$ cat src/rtl/dispenser_ctrl.sv
// Portion dispenser controller: synchronizes and debounces the drop sensor, then counts
// portions while the motor runs. Faults when no portion arrives within the timeout window.
module dispenser_ctrl #(
  parameter logic [31:0] CLOCK_FREQ      = 32'd50_000_000,
  parameter logic [15:0] DEBOUNCE_CYCLES = 16'd50_000,
  parameter logic [7:0]  TIMEOUT_SEC     = 8'd10
) (
  input  logic       clk,
  input  logic       rst_n,
  input  logic       i_m_on,
  input  logic [2:0] porciones,
  input  logic       sensor_in,
  input  logic       i_clear,
  output logic       motor_on,
  output logic       sensor_on,
  output logic [2:0] o_count,
  output logic       o_busy,
  output logic       o_done,
  output logic       o_fault
);

  typedef enum logic [1:0] {IDLE, RUN, DONE, FAULT} state_t;

  state_t      state;
  logic        s1, s2, filt, filt_d;
  logic [15:0] deb_cnt;
  logic        m_on_q;
  logic [2:0]  target;
  logic [31:0] tick_cnt;
  logic [7:0]  sec_cnt;
  logic        ev, req_edge;
  logic [3:0]  cnt_nxt;

  always_ff @(posedge clk or negedge rst_n) begin
    if (!rst_n) begin
      s1      <= 1'b0;
      s2      <= 1'b0;
      filt    <= 1'b0;
      filt_d  <= 1'b0;
      deb_cnt <= '0;
    end else begin
      s1     <= sensor_in;
      s2     <= s1;
      filt_d <= filt;
      if (s2 == filt)
        deb_cnt <= '0;
      else if (deb_cnt >= DEBOUNCE_CYCLES - 16'd1) begin
        filt    <= s2;
        deb_cnt <= '0;
      end else
        deb_cnt <= deb_cnt + 16'd1;
    end
  end

  assign ev       = filt & ~filt_d;
  assign req_edge = i_m_on & ~m_on_q;
  assign cnt_nxt  = {1'b0, o_count} + 4'd1;

  always_ff @(posedge clk or negedge rst_n) begin
    if (!rst_n) begin
      state     <= IDLE;
      // Starts high so a request already asserted at reset release is not seen as an edge.
      m_on_q    <= 1'b1;
      target    <= '0;
      o_count   <= '0;
      tick_cnt  <= '0;
      sec_cnt   <= '0;
      motor_on  <= 1'b0;
      o_busy    <= 1'b0;
      sensor_on <= 1'b0;
      o_done    <= 1'b0;
      o_fault   <= 1'b0;
    end else begin
      m_on_q    <= i_m_on;
      sensor_on <= 1'b0;
      o_done    <= 1'b0;
      case (state)
        IDLE: if (req_edge && porciones != 3'd0) begin
          state    <= RUN;
          target   <= porciones;
          o_count  <= '0;
          tick_cnt <= '0;
          sec_cnt  <= '0;
          motor_on <= 1'b1;
          o_busy   <= 1'b1;
        end
        RUN: begin
          if (!i_m_on) begin
            state    <= IDLE;
            motor_on <= 1'b0;
            o_busy   <= 1'b0;
          end else if (ev) begin
            // A portion event outranks a coincident timeout.
            sensor_on <= 1'b1;
            tick_cnt  <= '0;
            sec_cnt   <= '0;
            if (o_count != 3'd7) o_count <= cnt_nxt[2:0];
            if (cnt_nxt == {1'b0, target}) begin
              state    <= DONE;
              motor_on <= 1'b0;
              o_busy   <= 1'b0;
              o_done   <= 1'b1;
            end
          end else if (sec_cnt >= TIMEOUT_SEC) begin
            state    <= FAULT;
            motor_on <= 1'b0;
            o_busy   <= 1'b0;
            o_fault  <= 1'b1;
          end else if (tick_cnt >= CLOCK_FREQ - 32'd1) begin
            tick_cnt <= '0;
            sec_cnt  <= sec_cnt + 8'd1;
          end else
            tick_cnt <= tick_cnt + 32'd1;
        end
        DONE: state <= IDLE;
        FAULT: if (i_clear) begin
          state   <= IDLE;
          o_fault <= 1'b0;
        end
        default: state <= IDLE;
      endcase
    end
  end

endmodule

$ cat config.mk
export PLATFORM = sky130hd
export DESIGN_NAME = dispenser_ctrl
export DESIGN_NICKNAME = d
export VERILOG_FILES = /design/src/rtl/dispenser_ctrl.sv
export SDC_FILE = /design/constraint.sdc
export NUM_CORES = 1
export LEC_CHECK = 0
export BUFFER_PORTS_ARGS = -buffer_cell sky130_fd_sc_hd__buf_2
export CAP_MARGIN = 20
export CORE_UTILIZATION = 51
export DETAILED_ROUTE_END_ITERATION = 7
export GPL_TIMING_DRIVEN = 0
export PLACE_DENSITY = 0.79
export SYNTH_ARGS = -nofsm -noshare
export SYNTH_HDL_FRONTEND = slang
export SYNTH_SLANG_ARGS = --single-unit
$ cat constraint.sdc
create_clock -name clk -period 2.2 [get_ports clk]
set_clock_uncertainty 0.2 [all_clocks]
set_input_delay 0.33 -clock clk [delete_from_list [all_inputs] [get_ports clk]]
set_output_delay 0.33 -clock clk [all_outputs]
set_load 0.005 [all_outputs]
# --- Word-level counts from Yosys, hierarchy flattened ---
# Cells that the tools add are included.
classes:
  n_addsub: 4
  n_mul: 0
  div: 0
  order_cmp: 3
  n_eq_ne: 17
  n_shift: 0
  mux: 44
  n_bitwise: 5
  reduce_logical: 13
ops:
  columns: ["op", "n"]
  rows:
  - ["$mux W32", 5]
  - ["$pmux W32 S2", 1]
  - ["$mux W8", 5]
  - ["$add A32 B1 Y32 const B", 1]
  - ["$ge A32 B26 Y1 const B", 1]
  - ["$mux W16", 2]
  - ["$add A16 B1 Y16 const B", 1]
  - ["$ge A16 B16 Y1 const B", 1]
  - ["$mux W1", 16]
  - ["$pmux W8 S2", 1]
  - ["$reduce_and A5 Y1", 3]
  - ["$ne A2 B2 Y1 const B", 7]
  - ["$mux W2", 6]
  - ["$mux W3", 4]
  - ["$reduce_and A4 Y1", 3]
  - ["$ne A3 B3 Y1 const B", 3]
  - ["$add A8 B1 Y8 const B", 1]
  - ["$ge A8 B4 Y1 const B", 1]
  - ["$ne A4 B4 Y1 const B", 2]
  - ["$pmux W2 S4", 1]
  - ["$pmux W3 S2", 1]
  - ["$add A3 B1 Y4 const B", 1]
  - ["$eq A2 B2 Y1 const B", 2]
  - ["$eq A4 B3 Y1", 1]
  - ["other kinds (10)", 16]
word_totals:
  regBits: 73
  latchBits: 0
  ram_bits: 0
  rom_bits: 0
  inputBits: 8
  output_inout_bits: 8
  elab_cells: 101
  memories: 0

# --- Longest topological paths before layout ---
logic_depth:
  depth_word: 6
  depth_mapped: 9
  ltp_nobuf: 7

# --- Least setup slack after synthesis ---
# No wires, ideal clock.
synth_timing:
  path_type: "register to register"
  from: "register sec_cnt[1]"
  to: "register tick_cnt[21]"
  setup_ns: 0.077
  t_arrival_ns: 2.132
  required_ns: 1.923
  path_slack_ns: -0.209
  path_stages_with_launch: 8
  path_buffers: 1
  period_less_slack_ns: 2.409
  path_cell_list: "dfrtp_1 ha_1 o31ai_4 a211oi_4 or4_4 buf_6 or3_1 a21oi_1"
synth_between:
  elab_chain_cells: 3
synth_rtl:
  columns: ["element", "line_no", "rtl"]
  rows:
  - ["from (decl)", "30", "logic [7:0] sec_cnt;"]
  - ["from (signal assigned)", "111", "sec_cnt <= sec_cnt + 8'd1;"]
  - ["$ge A8 B4 Y1", "104", "end else if (sec_cnt >= TIMEOUT_SEC) begin"]
  - ["$ne A3 B3 Y1 (no line)", null, null]
  - ["$reduce_and A4 Y1 (no line)", null, null]
  - ["to (signal assigned)", "113", "tick_cnt <= tick_cnt + 32'd1;"]
  - ["to (decl)", "29", "logic [31:0] tick_cnt;"]
# No other way between the ends.
# A chain may end at the register's enable or synchronous reset.

# --- Worst setup path in the final report ---
layout_timing:
  from: "register tick_cnt[7]"
  to: "register tick_cnt[21]"
layout_between:
  elab_chain_cells: 6
  word_cells_on_any_way: 7
  classes_between: "1 x add/sub; 1 x order compare; 5 x mux"
layout_rtl:
  columns: ["element", "line_no", "rtl"]
  rows:
  - ["$add A32 B1 Y32 or $ge A32 B26 Y1 (tied branches)", "113, 109", null]
  - ["$mux W32 *", "109", "end else if (tick_cnt >= CLOCK_FREQ - 32'd1) begin"]
  - ["$mux W32 *", "104", null]
  - ["$mux W32 *", "92", "end else if (ev) begin"]
  - ["$mux W32 *", "88", "if (!i_m_on) begin"]
  - ["$pmux W32 S2 *", "77", "case (state)"]
# Every way passes the cells marked *; elsewhere a longest branch is shown, timed or not. The select of a mux whose other input is x is not followed.

==> out/qor.yml <==
grt:
  grt_remaining_overflow: 0
  grt_pass1_wl_um: 15040
  grt_start_max_net_pins: 74
  track_usage_pct: 25.40
  antenna_found_initial: 0
  grt_pass1_vias: 3218
floorplanning:
  ios: 16
  die_x_um: 87.85
  dieArea_mm2: 0.007717
  core-area_mm2: 0.006944
  num_rows: 30
  initial_core_util_pct: 54.13
  die_y_um: 87.85
sta:
  max_freq_mhz: 405.3
  finalCriticalPeriod_ns: 2.467
  tns_ns: -5.256
  worst-slew-pin-transition_ns: 0.8932
  rsz0062_at_grt: "true"
  timing.final.ws_setup_ns: -0.2672
  slew_viol_final: 0
  period_share_pct: 112.1
  hold_slack_ns: 0.01747
  hold_violations: 0
  slew_headroom_pct: 40.45
  setup_viol_count_final: 36
cells_and_area:
  synthToLayoutAreaGrowth_pct: 31.32
  num_antenna_cells: 0
  drive_above_1_share_pct: 33.19
  finalInstanceArea_mm2: 0.004936
  layout_commonest_cell: "dfrtp_1"
  layout_common_cells: "dfrtp_1, nor2_1, nand2_1"
  finalNetCount: 461
route:
  drc: 0
  num_vias: 3387
  drt_iter0_drc: 254
  wl_um: 10350
  postRouteAntennaNets: 0
  first_pass_iters: 6
  via_per_inst: 6.181
  wl_per_cell_um: 18.89
cts:
  htree_levels: 3
  cts_root_buf: "clkbuf_8"
  cts_buffers: 9
  clock_latency_ns: 0.36
  clock_path_buffers: 2
  clkSinkCount: 73
  cts_tree: "done"
  clk_pin_slew_worst_paths_ns: 0.08
min_path:
  hold_path_class: "in2reg"
status:
  failed_checks: "setup timing"
  status: "finished with violations"
synth:
  synthMuxAreaShare_pct: 2.796
  synth-seq-cells: 73
  synth_nets: 395
  yosysUniqueCellTypes: 56
  synth_adder_area_share_pct: 1.997
  ys.flop_type: "dfrtp_1"
  syn_area_per_cell_um2: 9.865
  syn_inst: 381
  yosysWarnings: 0
  synthXorXnorAreaFrac_pct: 4.660
  synth_edf_count: 0
  syn_area_mm2: 0.003759
  yosysSeqAreaShare_pct: 48.64
  synth-simple-area-share_pct: 25.03
  synth_top_family_by_area: "simple AND/OR/NAND/NOR gates"
  async_flop_share_pct: 100.0
  synth_compound_area_share_pct: 13.98
placed_design:
  io_buffers: 15
  hpwl_um: 5196
  gp_congestion: 0.8144
  dpl_cell_area_mm2: 0.003981
  dpl_worst_slack_ns: -0.3461
worst_setup_path:
  crit_arrival_ns: 2.55
  cp-end-kind: "register"
  startpoint_type: "register"
  required_ns: 2.28
  crit_path_max_fanout: 8
  crit_type: "reg2reg"
power:
  total_power_mw: 4.381
  p_leak_nw: 2.044
  powerDensity_mw_per_mm2: 887.6
  vdd_drop_max_mv: 0.4278
job:
  maxCapViolCount: 0
per-layer routing:
metal  up-vias  track usage (%)  part of all wire, %
met5         -                0                    0
met4         0            10.58                  3.2
met3        44            7.352                  6.3
met2       147            42.64                   50
met1      1669            30.57                   40
li1       1527                -                    -
area by class of cell:
| type | instances | area [um2] |
|---|---|---|
| fillers | 434 | 2008 |
| clock buffers | 10 | 137.6 |
| multi-input cells | 286 | 2172 |
| flip-flops and latches | 73 | 1833 |
| clock inverters | 6 | 42.54 |
| repair buffers | 57 | 486.7 |
| plain buffers | 11 | 110.1 |
| inverters | 9 | 33.78 |
| well taps | 96 | 120.1 |
Yosys cell counts, drive strengths merged, types with 4 or more instances:
library cell  count  area [um2]
mux2i             6       60.06
o21ai            14       70.06
a21oi            15       75.07
and2              8       50.05
and4              4       35.03
xnor2            15       131.4
inv               9       33.78
o31ai             8       73.82
a22oi             8       60.06
nand4             7       43.79
nand2            29       111.4
mux2              4       45.04
a31oi             8       50.05
clkbuf            5       18.77
xor2              5       43.79
nor4              9       92.59
or4               4       33.78
nor2             41       153.9
ha                6       75.07
nor3             10       50.05
nand3            24       120.1
buf               9       56.30
and3             11       68.82
dfrtp            72        1802
nor2b             5       31.28
nand2b            7       43.79
or3               8       50.05
a211oi            4       42.54
report_power, final:
part	internal, mW	switching (mW)
Clock	0.442	0.532
Sequential	1.49	0.165
Combinational	0.812	0.939
path summary, 6_finish.rpt:
check | start | end | slack, ns | cells past startpoint
setup / recovery | tick_cnt[7]$_DFFE_PN0P_ | tick_cnt[21]$_DFFE_PN0P_ | -0.27 | 6
hold reg to reg | s1$_DFF_PN0_ | s2$_DFF_PN0_ | 0.16 | 0
min in group asynchronous | rst_n | deb_cnt[15]$_DFF_PN0_ | 0.44 | 2
max in group asynchronous | rst_n | tick_cnt[8]$_DFFE_PN0P_ | 0.71 | 2
setup reg to reg | tick_cnt[7]$_DFFE_PN0P_ | tick_cnt[21]$_DFFE_PN0P_ | -0.27 | 6
hold / removal | porciones[0] | target[0]$_DFFE_PN0P_ | 0.02 | 2
state kept, by name, summed over array words and instances, names as in the netlist:
| register | flops |
|---|---|
| filt_d | 1 |
| target | 3 |
| m_on_q | 1 |
| o_done | 1 |
| state | 2 |
| s1 | 1 |
| s2 | 1 |
| sensor_on | 1 |
| tick_cnt | 32 |
| sec_cnt | 8 |
| o_busy | 1 |
| o_fault | 1 |
| o_count | 3 |
| deb_cnt | 16 |
| filt | 1 |
repair_timing:
item,in CTS,in global routing
gates resized for setup,65,35
gates cloned,2,2
hold buffers,3,0
buffers inserted,33,4
setup endpoints to repair,50,46
pin swaps,26,16
endpoints found under the hold margin,74,0
logic make-up after synthesis:
group / Yosys count
simple gates: 174
compound gates: 75
flops: 73
buf+inv: 23
xor+xnor: 20
mux: 10
fa+ha+maj: 6
per-stage QoR:
| stage | std cells | utilization [%] |
|---|---|---|
| floorplan | 381 | - |
| global placement | 492 | 57.30 |
| detailed placement | 492 | 57.33 |
| CTS | 544 | 67.98 |
| global route | 548 | 71.08 |
| finish | 548 | 71.08 |
critical path: stages (launching register included):
cell and delay (ns):
dfrtp_1 0.48, and4_1 0.35, nand4_1 0.18, or4_4 0.59
buf_6 0.16, or3_4 0.33, a21oi_2 0.12
No activity file was read; power rests on OpenSTA's default activity.
